**src/rtl/softmax_tile_feeder_if.sv**
```systemverilog
// Links the score source, the tile feeder and the softmax engine.
// The feeder connects through the master modport.
interface softmax_tile_feeder_if #(
    parameter int WIDTH     = 32,
    parameter int TILE_SIZE = 8
);
    logic                       row_start;
    logic [WIDTH-1:0]           elem_in;
    logic                       elem_valid;
    logic                       elem_last;
    logic                       elem_ready;
    logic                       sm_start;
    logic [TILE_SIZE*WIDTH-1:0] tile_out;
    logic                       tile_valid;
    logic                       sm_done;
    logic                       busy;
    logic                       err_len;
    logic [2:0]                 fsm_state;

    // elem_in transfers on every cycle with elem_valid && elem_ready; tile_valid is a strobe with no backpressure.
    modport master (
        input  row_start, elem_in, elem_valid, elem_last, sm_done,
        output elem_ready, sm_start, tile_out, tile_valid, busy, err_len, fsm_state
    );

    modport slave (
        output row_start, elem_in, elem_valid, elem_last, sm_done,
        input  elem_ready, sm_start, tile_out, tile_valid, busy, err_len, fsm_state
    );
endinterface

```
**src/rtl/softmax_tile_feeder.sv**
```systemverilog
// Packs a row of scalar scores into fixed-width tiles for the softmax engine.
// Short rows are padded, and length errors are flagged.
module softmax_tile_feeder #(
    parameter int               WIDTH          = 32,
    parameter int               TILE_SIZE      = 8,
    parameter int               TOTAL_ELEMENTS = 64,
    parameter logic [WIDTH-1:0] PAD_VALUE      = 32'hC000_0000
) (
    input logic                   clk,
    input logic                   rst_n,
    input logic                   en,
    softmax_tile_feeder_if.master bus
);
    typedef enum logic [2:0] {
        IDLE      = 3'd0,
        ARM       = 3'd1,
        PACK      = 3'd2,
        FLUSH     = 3'd3,
        WAIT_DONE = 3'd4
    } state_t;

    localparam int NTILES = (TOTAL_ELEMENTS + TILE_SIZE - 1) / TILE_SIZE;
    localparam int CNT_W  = $clog2(TOTAL_ELEMENTS + 1);
    localparam int LANE_W = (TILE_SIZE > 1) ? $clog2(TILE_SIZE) : 1;
    localparam int TCNT_W = $clog2(NTILES + 1);

    localparam logic [CNT_W-1:0]  CNT_LAST  = CNT_W'(TOTAL_ELEMENTS - 1);
    localparam logic [LANE_W-1:0] LANE_LAST = LANE_W'(TILE_SIZE - 1);
    localparam logic [TCNT_W-1:0] TCNT_LAST = TCNT_W'(NTILES - 1);
    localparam logic [TCNT_W-1:0] TCNT_ALL  = TCNT_W'(NTILES);

    state_t                     state, state_d;
    logic [CNT_W-1:0]           elem_cnt, elem_cnt_d;
    logic [LANE_W-1:0]          lane, lane_d;
    logic [TCNT_W-1:0]          tile_cnt, tile_cnt_d;
    logic [WIDTH-1:0]           pack   [TILE_SIZE];
    logic [WIDTH-1:0]           pack_d [TILE_SIZE];
    logic [TILE_SIZE*WIDTH-1:0] tile_q, tile_d, flat;
    logic                       ready_q, ready_d;
    logic                       start_q, start_d;
    logic                       valid_q, valid_d;
    logic                       busy_q, busy_d;
    logic                       err_q, err_d;
    logic                       accept;

    assign accept = (state == PACK) && ready_q && en && bus.elem_valid;

    always_ff @(posedge clk) begin
        if (!rst_n) begin
            state    <= IDLE;
            elem_cnt <= '0;
            lane     <= '0;
            tile_cnt <= '0;
            for (int k = 0; k < TILE_SIZE; k++) pack[k] <= PAD_VALUE;
            tile_q   <= '0;
            ready_q  <= 1'b0;
            start_q  <= 1'b0;
            valid_q  <= 1'b0;
            busy_q   <= 1'b0;
            err_q    <= 1'b0;
        end else if (en) begin
            state    <= state_d;
            elem_cnt <= elem_cnt_d;
            lane     <= lane_d;
            tile_cnt <= tile_cnt_d;
            for (int k = 0; k < TILE_SIZE; k++) pack[k] <= pack_d[k];
            tile_q   <= tile_d;
            ready_q  <= ready_d;
            start_q  <= start_d;
            valid_q  <= valid_d;
            busy_q   <= busy_d;
            err_q    <= err_d;
        end
    end

    always_comb begin
        state_d    = state;
        elem_cnt_d = elem_cnt;
        lane_d     = lane;
        tile_cnt_d = tile_cnt;
        pack_d     = pack;
        tile_d     = tile_q;
        start_d    = 1'b0;
        valid_d    = 1'b0;
        err_d      = 1'b0;
        flat       = '0;

        // The tile built here already includes the element accepted this cycle.
        if (accept) pack_d[lane] = bus.elem_in;
        for (int k = 0; k < TILE_SIZE; k++) flat[(TILE_SIZE-1-k)*WIDTH +: WIDTH] = pack_d[k];

        case (state)
            IDLE: begin
                if (bus.row_start) begin
                    state_d    = ARM;
                    elem_cnt_d = '0;
                    lane_d     = '0;
                    tile_cnt_d = '0;
                    for (int k = 0; k < TILE_SIZE; k++) pack_d[k] = PAD_VALUE;
                end
            end
            ARM: begin
                start_d = 1'b1;
                state_d = PACK;
            end
            PACK: begin
                if (accept) begin
                    elem_cnt_d = elem_cnt + 1'b1;
                    lane_d     = lane + 1'b1;
                    if (lane == LANE_LAST || elem_cnt == CNT_LAST || bus.elem_last) begin
                        tile_d     = flat;
                        valid_d    = 1'b1;
                        lane_d     = '0;
                        tile_cnt_d = tile_cnt + 1'b1;
                        for (int k = 0; k < TILE_SIZE; k++) pack_d[k] = PAD_VALUE;
                    end
                    if (elem_cnt == CNT_LAST) begin
                        state_d = WAIT_DONE;
                        err_d   = !bus.elem_last;
                    end else if (bus.elem_last) begin
                        state_d = FLUSH;
                        err_d   = 1'b1;
                    end
                end
            end
            FLUSH: begin
                // The engine always expects a full row's worth of tiles.
                if (tile_cnt < TCNT_ALL) begin
                    tile_d     = {TILE_SIZE{PAD_VALUE}};
                    valid_d    = 1'b1;
                    tile_cnt_d = tile_cnt + 1'b1;
                    if (tile_cnt == TCNT_LAST) state_d = WAIT_DONE;
                end else begin
                    state_d = WAIT_DONE;
                end
            end
            WAIT_DONE: begin
                if (bus.sm_done) state_d = IDLE;
            end
            default: state_d = IDLE;
        endcase

        ready_d = (state == PACK) && (state_d == PACK);
        busy_d  = (state_d != IDLE);
    end

    assign bus.elem_ready = ready_q & en;
    assign bus.sm_start   = start_q & en;
    assign bus.tile_valid = valid_q & en;
    assign bus.tile_out   = tile_q;
    assign bus.busy       = busy_q;
    assign bus.err_len    = err_q;
    assign bus.fsm_state  = state;
endmodule

```
**src/flat_wrapper.sv**
```systemverilog
// flat-port wrapper written by rule: the top's interface ports become plain ports
module softmax_tile_feeder_flat 
#(
    parameter int               WIDTH          = 32,
    parameter int               TILE_SIZE      = 8,
    parameter int               TOTAL_ELEMENTS = 64,
    parameter logic [WIDTH-1:0] PAD_VALUE      = 32'hC000_0000
)
  (clk, rst_n, en, bus_row_start, bus_elem_in, bus_elem_valid, bus_elem_last, bus_sm_done, bus_elem_ready, bus_sm_start, bus_tile_out, bus_tile_valid, bus_busy, bus_err_len, bus_fsm_state);
  softmax_tile_feeder_if #(.WIDTH(WIDTH), .TILE_SIZE(TILE_SIZE)) bus_i ();
  input logic clk;
  input logic rst_n;
  input logic en;
  input wire logic [$bits(bus_i.row_start)-1:0] bus_row_start;
  input wire logic [$bits(bus_i.elem_in)-1:0] bus_elem_in;
  input wire logic [$bits(bus_i.elem_valid)-1:0] bus_elem_valid;
  input wire logic [$bits(bus_i.elem_last)-1:0] bus_elem_last;
  input wire logic [$bits(bus_i.sm_done)-1:0] bus_sm_done;
  output wire logic [$bits(bus_i.elem_ready)-1:0] bus_elem_ready;
  output wire logic [$bits(bus_i.sm_start)-1:0] bus_sm_start;
  output wire logic [$bits(bus_i.tile_out)-1:0] bus_tile_out;
  output wire logic [$bits(bus_i.tile_valid)-1:0] bus_tile_valid;
  output wire logic [$bits(bus_i.busy)-1:0] bus_busy;
  output wire logic [$bits(bus_i.err_len)-1:0] bus_err_len;
  output wire logic [$bits(bus_i.fsm_state)-1:0] bus_fsm_state;
  assign bus_i.row_start = bus_row_start;
  assign bus_i.elem_in = bus_elem_in;
  assign bus_i.elem_valid = bus_elem_valid;
  assign bus_i.elem_last = bus_elem_last;
  assign bus_i.sm_done = bus_sm_done;
  assign bus_elem_ready = bus_i.elem_ready;
  assign bus_sm_start = bus_i.sm_start;
  assign bus_tile_out = bus_i.tile_out;
  assign bus_tile_valid = bus_i.tile_valid;
  assign bus_busy = bus_i.busy;
  assign bus_err_len = bus_i.err_len;
  assign bus_fsm_state = bus_i.fsm_state;
  softmax_tile_feeder #(.WIDTH(WIDTH), .TILE_SIZE(TILE_SIZE), .TOTAL_ELEMENTS(TOTAL_ELEMENTS), .PAD_VALUE(PAD_VALUE)) u_core (.clk(clk), .rst_n(rst_n), .en(en), .bus(bus_i));
endmodule
```
**config.mk**
```make
export PLATFORM = sky130hd
export DESIGN_NAME = softmax_tile_feeder_flat
export DESIGN_NICKNAME = d
export VERILOG_FILES = /design/src/rtl/softmax_tile_feeder_if.sv /design/src/rtl/softmax_tile_feeder.sv /design/src/flat_wrapper.sv
export SDC_FILE = /design/constraint.sdc
export NUM_CORES = 1
export LEC_CHECK = 0
export ABC_AREA = 1
export ABC_CLOCK_PERIOD_IN_PS = 2740
export CAP_MARGIN = 20
export CORE_ASPECT_RATIO = 1.75
export CORE_MARGIN = 2
export CORE_UTILIZATION = 35
export CTS_CLUSTER_DIAMETER = 40
export DETAILED_ROUTE_END_ITERATION = 12
export DONT_BUFFER_PORTS = 1
export GPL_TIMING_DRIVEN = 0
export PLACE_DENSITY = 0.51
export SYNTH_ARGS = -nofsm -noshare
export SYNTH_HDL_FRONTEND = slang
export SYNTH_SLANG_ARGS = --single-unit
```
**constraint.sdc**
```tcl
create_clock -name clk -period 2.74 [get_ports clk]
set_input_delay 0.548 -clock clk [delete_from_list [all_inputs] [get_ports clk]]
set_output_delay 0.548 -clock clk [all_outputs]
set_load 0.005 [all_outputs]
```
==> results <==
- Clock tree synthesis selected as its root buffer the cell sky130_fd_sc_hd__clkbuf_16.
- STA classifies the critical path endpoint as a flop.
- Dividing total power by cell area gives a power density of 596 nW/um2.
- The end of the worst register-to-register path is u_core.bus.tile_out[213]$_SDFFE_PN0P_.
- For the pin with the worst max-slew slack, the measured transition is 1.17 ns.
- The final hold violation count was 0.
- The H-tree was split into 3 levels.
- The floorplan has 143 rows.
- The footprint of the multi-input gates is 16,300 um2.
- The beginning of the worst register-to-register path is u_core.lane[0]$_SDFFE_PN0P_.
- The minimum clock period after layout is about 2.7 ns.
- The core region area is 87,000 um2.
- The number of antenna violations at the first check in global routing is 5.
- The path type of the worst min-delay path is input pin to flop.
- In the global route stage, overall resource usage came out at 27.3%.
- The number of register bits inferred by synthesis is 534.
- Counting every net in the synthesized netlist gives 5,497.
- The hold path startpoint is bus_elem_last.
- The net count of the finished layout is between 5,000 and 6,000.
- After layout, the worst setup slack is 0.0898 ns.
- The proportion of synthesized chip area in sequential cells is 34.7%.
- Entering global routing, the biggest net connects 20 pins.
- The endpoint with the worst hold slack is u_core.bus.err_len$_SDFFE_PN0P_.
- During placement, the flow inserted port buffers numbering 0.
- The number of placed I/O pins is 303.
- The area of the mapped netlist is 30,800 um2.
- The startpoint class of the critical path is a flop.
- The number of optimization iterations in the first detailed-route pass is 6.
- In this run, CTS created clock tree buffers numbering 78.
- The final standard cell count with taps included and fillers excluded is 6,765.
- The later pin in the worst-skew pair is clocked with a latency of 0.67 ns.
- The routability congestion estimate is 0.936.
- For the worst flop-to-flop path, the logic depth is 10.
- In this run, post-CTS hold repair placed 0 buffers.
- The number of global-route vias before repair is 30,500.
- After filler insertion, the fill cell instance count of the layout stands at 9,735.
- The sequential cell area in the final layout is 10,700 um2.
- The post-route DRC violation count is 0.
- The routed wire length is 128,000 um.
- STA puts the critical path data required time at 3.29 ns.
- The analysis attributes to cell leakage a power of 16.4 nW.
- Synthesis instantiated 28 different standard cells from the library.
- The total die area is between 90,000 and 100,000 um2.
- Setup violations remaining at the end of the flow were counted as 0.
- The total via count in the routed design is 33,600.
- For the worst setup path, the data arrival time is approximately 3.2 ns.
- Headroom to the max-slew limit came out at 21.9%.
- Dividing the detail-routed via count by the number of cells gives 4.96.
- The finished cells cover ~35,000 um2.
- The worst hold-check slack is 0.214 ns.
- The longest clock path from root to sink contains 3 buffers.
- The maximum vdd drop is between 500 and 600 uV.
- Timing analysis after detailed placement gives a worst setup slack of -0.601 ns.
- The final total negative setup slack is 0 ns.
- The final clock period utilization by the worst path is a little over nine tenths.
- The detailed-placement wirelength estimate is a little over 90,000 um.
- The synthesis-to-layout area growth is 14.1%.
- The first global-routing pass estimated about 190,000 um of wire.
- Dividing the detail-routed wire length by the instance count gives 18.9 um.
- The clock transition time at the flip-flop clock pins of the worst setup and hold paths is 0.06 ns.
- In this run the horizontal extent of the chip is 228 um.
- Across the run, the number of max-cap violations was 0.
- The critical path is of the flop to flop type.
- The total overflow reported by the global router is 0.
- Once the floorplan was initialized, standard cells occupied 35.4% of the core.
- Along the worst path, the maximum fanout reaches 10.
- The height of the chip is 396 um.
- The detail route stage leaves a number of antenna-violating nets equal to 0.
- Dividing the synthesized area by the synthesized cell count gives 5.64 um2.
- The instance area at placement is 32,200 um2.
- The number of standard cells after synthesis is 5,454.
- In this run, placement finished with an instance count of 6,616.
- The total number of clock tree sinks is 534.
- The flow ran to the end, and the final reports show no timing, DRC or antenna violations.
- In the final layout, the share of cells above drive strength 1 is roughly 5.4%.
- The first routing iteration left 2,646 violations.
- The internal reg-to-reg setup slack is 0.09 ns.
- The maximum frequency from static timing analysis is roughly 380 MHz.
- The TritonCTS clock tree is yes.
- The count of yosys warnings during synthesis is 0.
- The worst hold path was traced through 3 stages.
- The total count of max-transition violations in the final report is 0.
- Between clock sinks in the finished design, the worst skew comes to 0.0235 ns.
cell families after synthesis:
family	after synthesis	synth area share, %
and+or+nand+nor	3899	51.7
buffers and inverters	958	12.3
DFF	534	34.7
AOI/OAI and AO/OA	58	1.05
adders and majority gates	4	0.163
xor gates and xnor gates	1	0.0285
how the worst max path moves through the flow:
stage / cells past startpoint / slack (ns) / start / end
detailed placement: 6 / -0.60 / en / bus_tile_valid
CTS: 11 / 0.06 / u_core.lane[0]$_SDFFE_PN0P_ / u_core.bus.tile_out[242]$_SDFFE_PN0P_
global route: 12 / -0.02 / u_core.elem_cnt[0]$_SDFFE_PN0P_ / u_core.bus.tile_out[160]$_SDFFE_PN0P_
global placement: 10 / -0.67 / en / u_core.bus.tile_out[140]$_SDFFE_PN0P_
finish: 10 / 0.09 / u_core.lane[0]$_SDFFE_PN0P_ / u_core.bus.tile_out[213]$_SDFFE_PN0P_
floorplan: 6 / 0.59 / en / bus_elem_ready
power breakdown:
group	internal, W	switching, W
sequential	0.00800	0.000210
combinational	0.000401	0.00136
clock	0.00661	0.00434
total	0.0150	0.00591
cell usage after synthesis (all sizes together):
master / instances / area (um2)
nand3b: 2 / 18.8
nor2: 1277 / 4810
nand4: 12 / 87.6
inv: 575 / 2160
or2: 1 / 6.26
xor2: 1 / 8.76
nor3: 1 / 5.00
clkinv: 1 / 3.75
dfxtp: 534 / 10700
clkbuf: 211 / 792
nand2: 1670 / 6280
nand3: 936 / 4690
o211ai: 13 / 97.6
o21ai: 24 / 120
a21oi: 21 / 105
ha: 4 / 50.1
buf: 171 / 840
registers in the layout, indices dropped and copies added, names as in the netlist:
signal,count
u_core.ready_q,1
u_core.bus.fsm_state,3
u_core.tile_cnt,4
u_core.pack,256
u_core.bus.busy,1
u_core.bus.tile_out,256
u_core.start_q,1
u_core.lane,3
u_core.valid_q,1
u_core.elem_cnt,7
u_core.bus.err_len,1
repair_timing:
| item | 4_1_cts | 5_1_grt |
|---|---|---|
| endpoints found under the setup margin | 205 | 169 |
| pin swaps | 0 | 1 |
| setup buffers | 0 | 3 |
| endpoints found under the hold margin | 0 | 0 |
| gates resized for setup | 8 | 8 |
through the flow:
| stage | util [%] | power (W) |
|---|---|---|
| 2_1_floorplan | - | 0.00939 |
| 3_3_place_gp | 37.0 | 0.0101 |
| 3_5_place_dp | 37.1 | 0.0101 |
| 4_1_cts | 40.3 | 0.0211 |
| 5_1_grt | 40.4 | 0.0216 |
| 6_report | 40.4 | 0.0209 |
final cells by class:
cell class | instances | share of cell area, %
Tap cell | 1160 | 4.14
Clock buffer | 91 | 6.14
Buffer | 381 | 4.71
Sequential cell | 534 | 30.5
Multi-Input combinational cell | 3962 | 46.4
Antenna cell | 3 | 0.0214
Clock inverter | 53 | 1.82
Inverter | 576 | 6.16
Timing Repair Buffer | 5 | 0.150
cells in the final DEF (no fill, tap or decap), types with 7 or more instances in the layout:
master,netlist,final
sky130_fd_sc_hd__clkbuf_8,0,7
sky130_fd_sc_hd__clkbuf_1,211,208
sky130_fd_sc_hd__clkbuf_16,0,82
sky130_fd_sc_hd__inv_6,0,11
sky130_fd_sc_hd__nand2_1,1666,1666
sky130_fd_sc_hd__buf_2,122,117
sky130_fd_sc_hd__o21ai_0,12,12
sky130_fd_sc_hd__a21oi_1,21,21
sky130_fd_sc_hd__dfxtp_1,534,534
sky130_fd_sc_hd__clkinv_4,0,7
sky130_fd_sc_hd__clkinvlp_4,0,10
sky130_fd_sc_hd__nand3_1,935,935
sky130_fd_sc_hd__nor2_1,1273,1272
sky130_fd_sc_hd__buf_4,10,14
sky130_fd_sc_hd__clkinv_2,0,8
sky130_fd_sc_hd__bufinv_16,0,9
sky130_fd_sc_hd__inv_1,573,573
sky130_fd_sc_hd__o21ai_1,12,12
sky130_fd_sc_hd__inv_8,0,7
sky130_fd_sc_hd__buf_1,38,37
sky130_fd_sc_hd__o211ai_1,13,13
sky130_fd_sc_hd__nand4_1,10,10
critical path, stage by stage (launching register included):
cell,delay (ns)
sky130_fd_sc_hd__dfxtp_1,0.35
sky130_fd_sc_hd__buf_2,0.21
sky130_fd_sc_hd__clkbuf_1,0.65
sky130_fd_sc_hd__buf_1,0.55
sky130_fd_sc_hd__nand3_1,0.17
sky130_fd_sc_hd__nand2_1,0.11
sky130_fd_sc_hd__nand2_1,0.06
sky130_fd_sc_hd__nand3_1,0.13
sky130_fd_sc_hd__nand3_1,0.16
sky130_fd_sc_hd__nand2_1,0.10
sky130_fd_sc_hd__nor2_1,0.04
layer usage:
layer  global-route usage, %  routed length [um]  vias to the layer above
li1                        -                   -                    16800
met1                    32.0               51600                    15300
met2                    46.9               60000                     1122
met3                    5.45                9220                      287
met4                    14.6                6930                        6
met5                       0                  31                        -
Note: power is estimated with default switching activity, not from simulation.
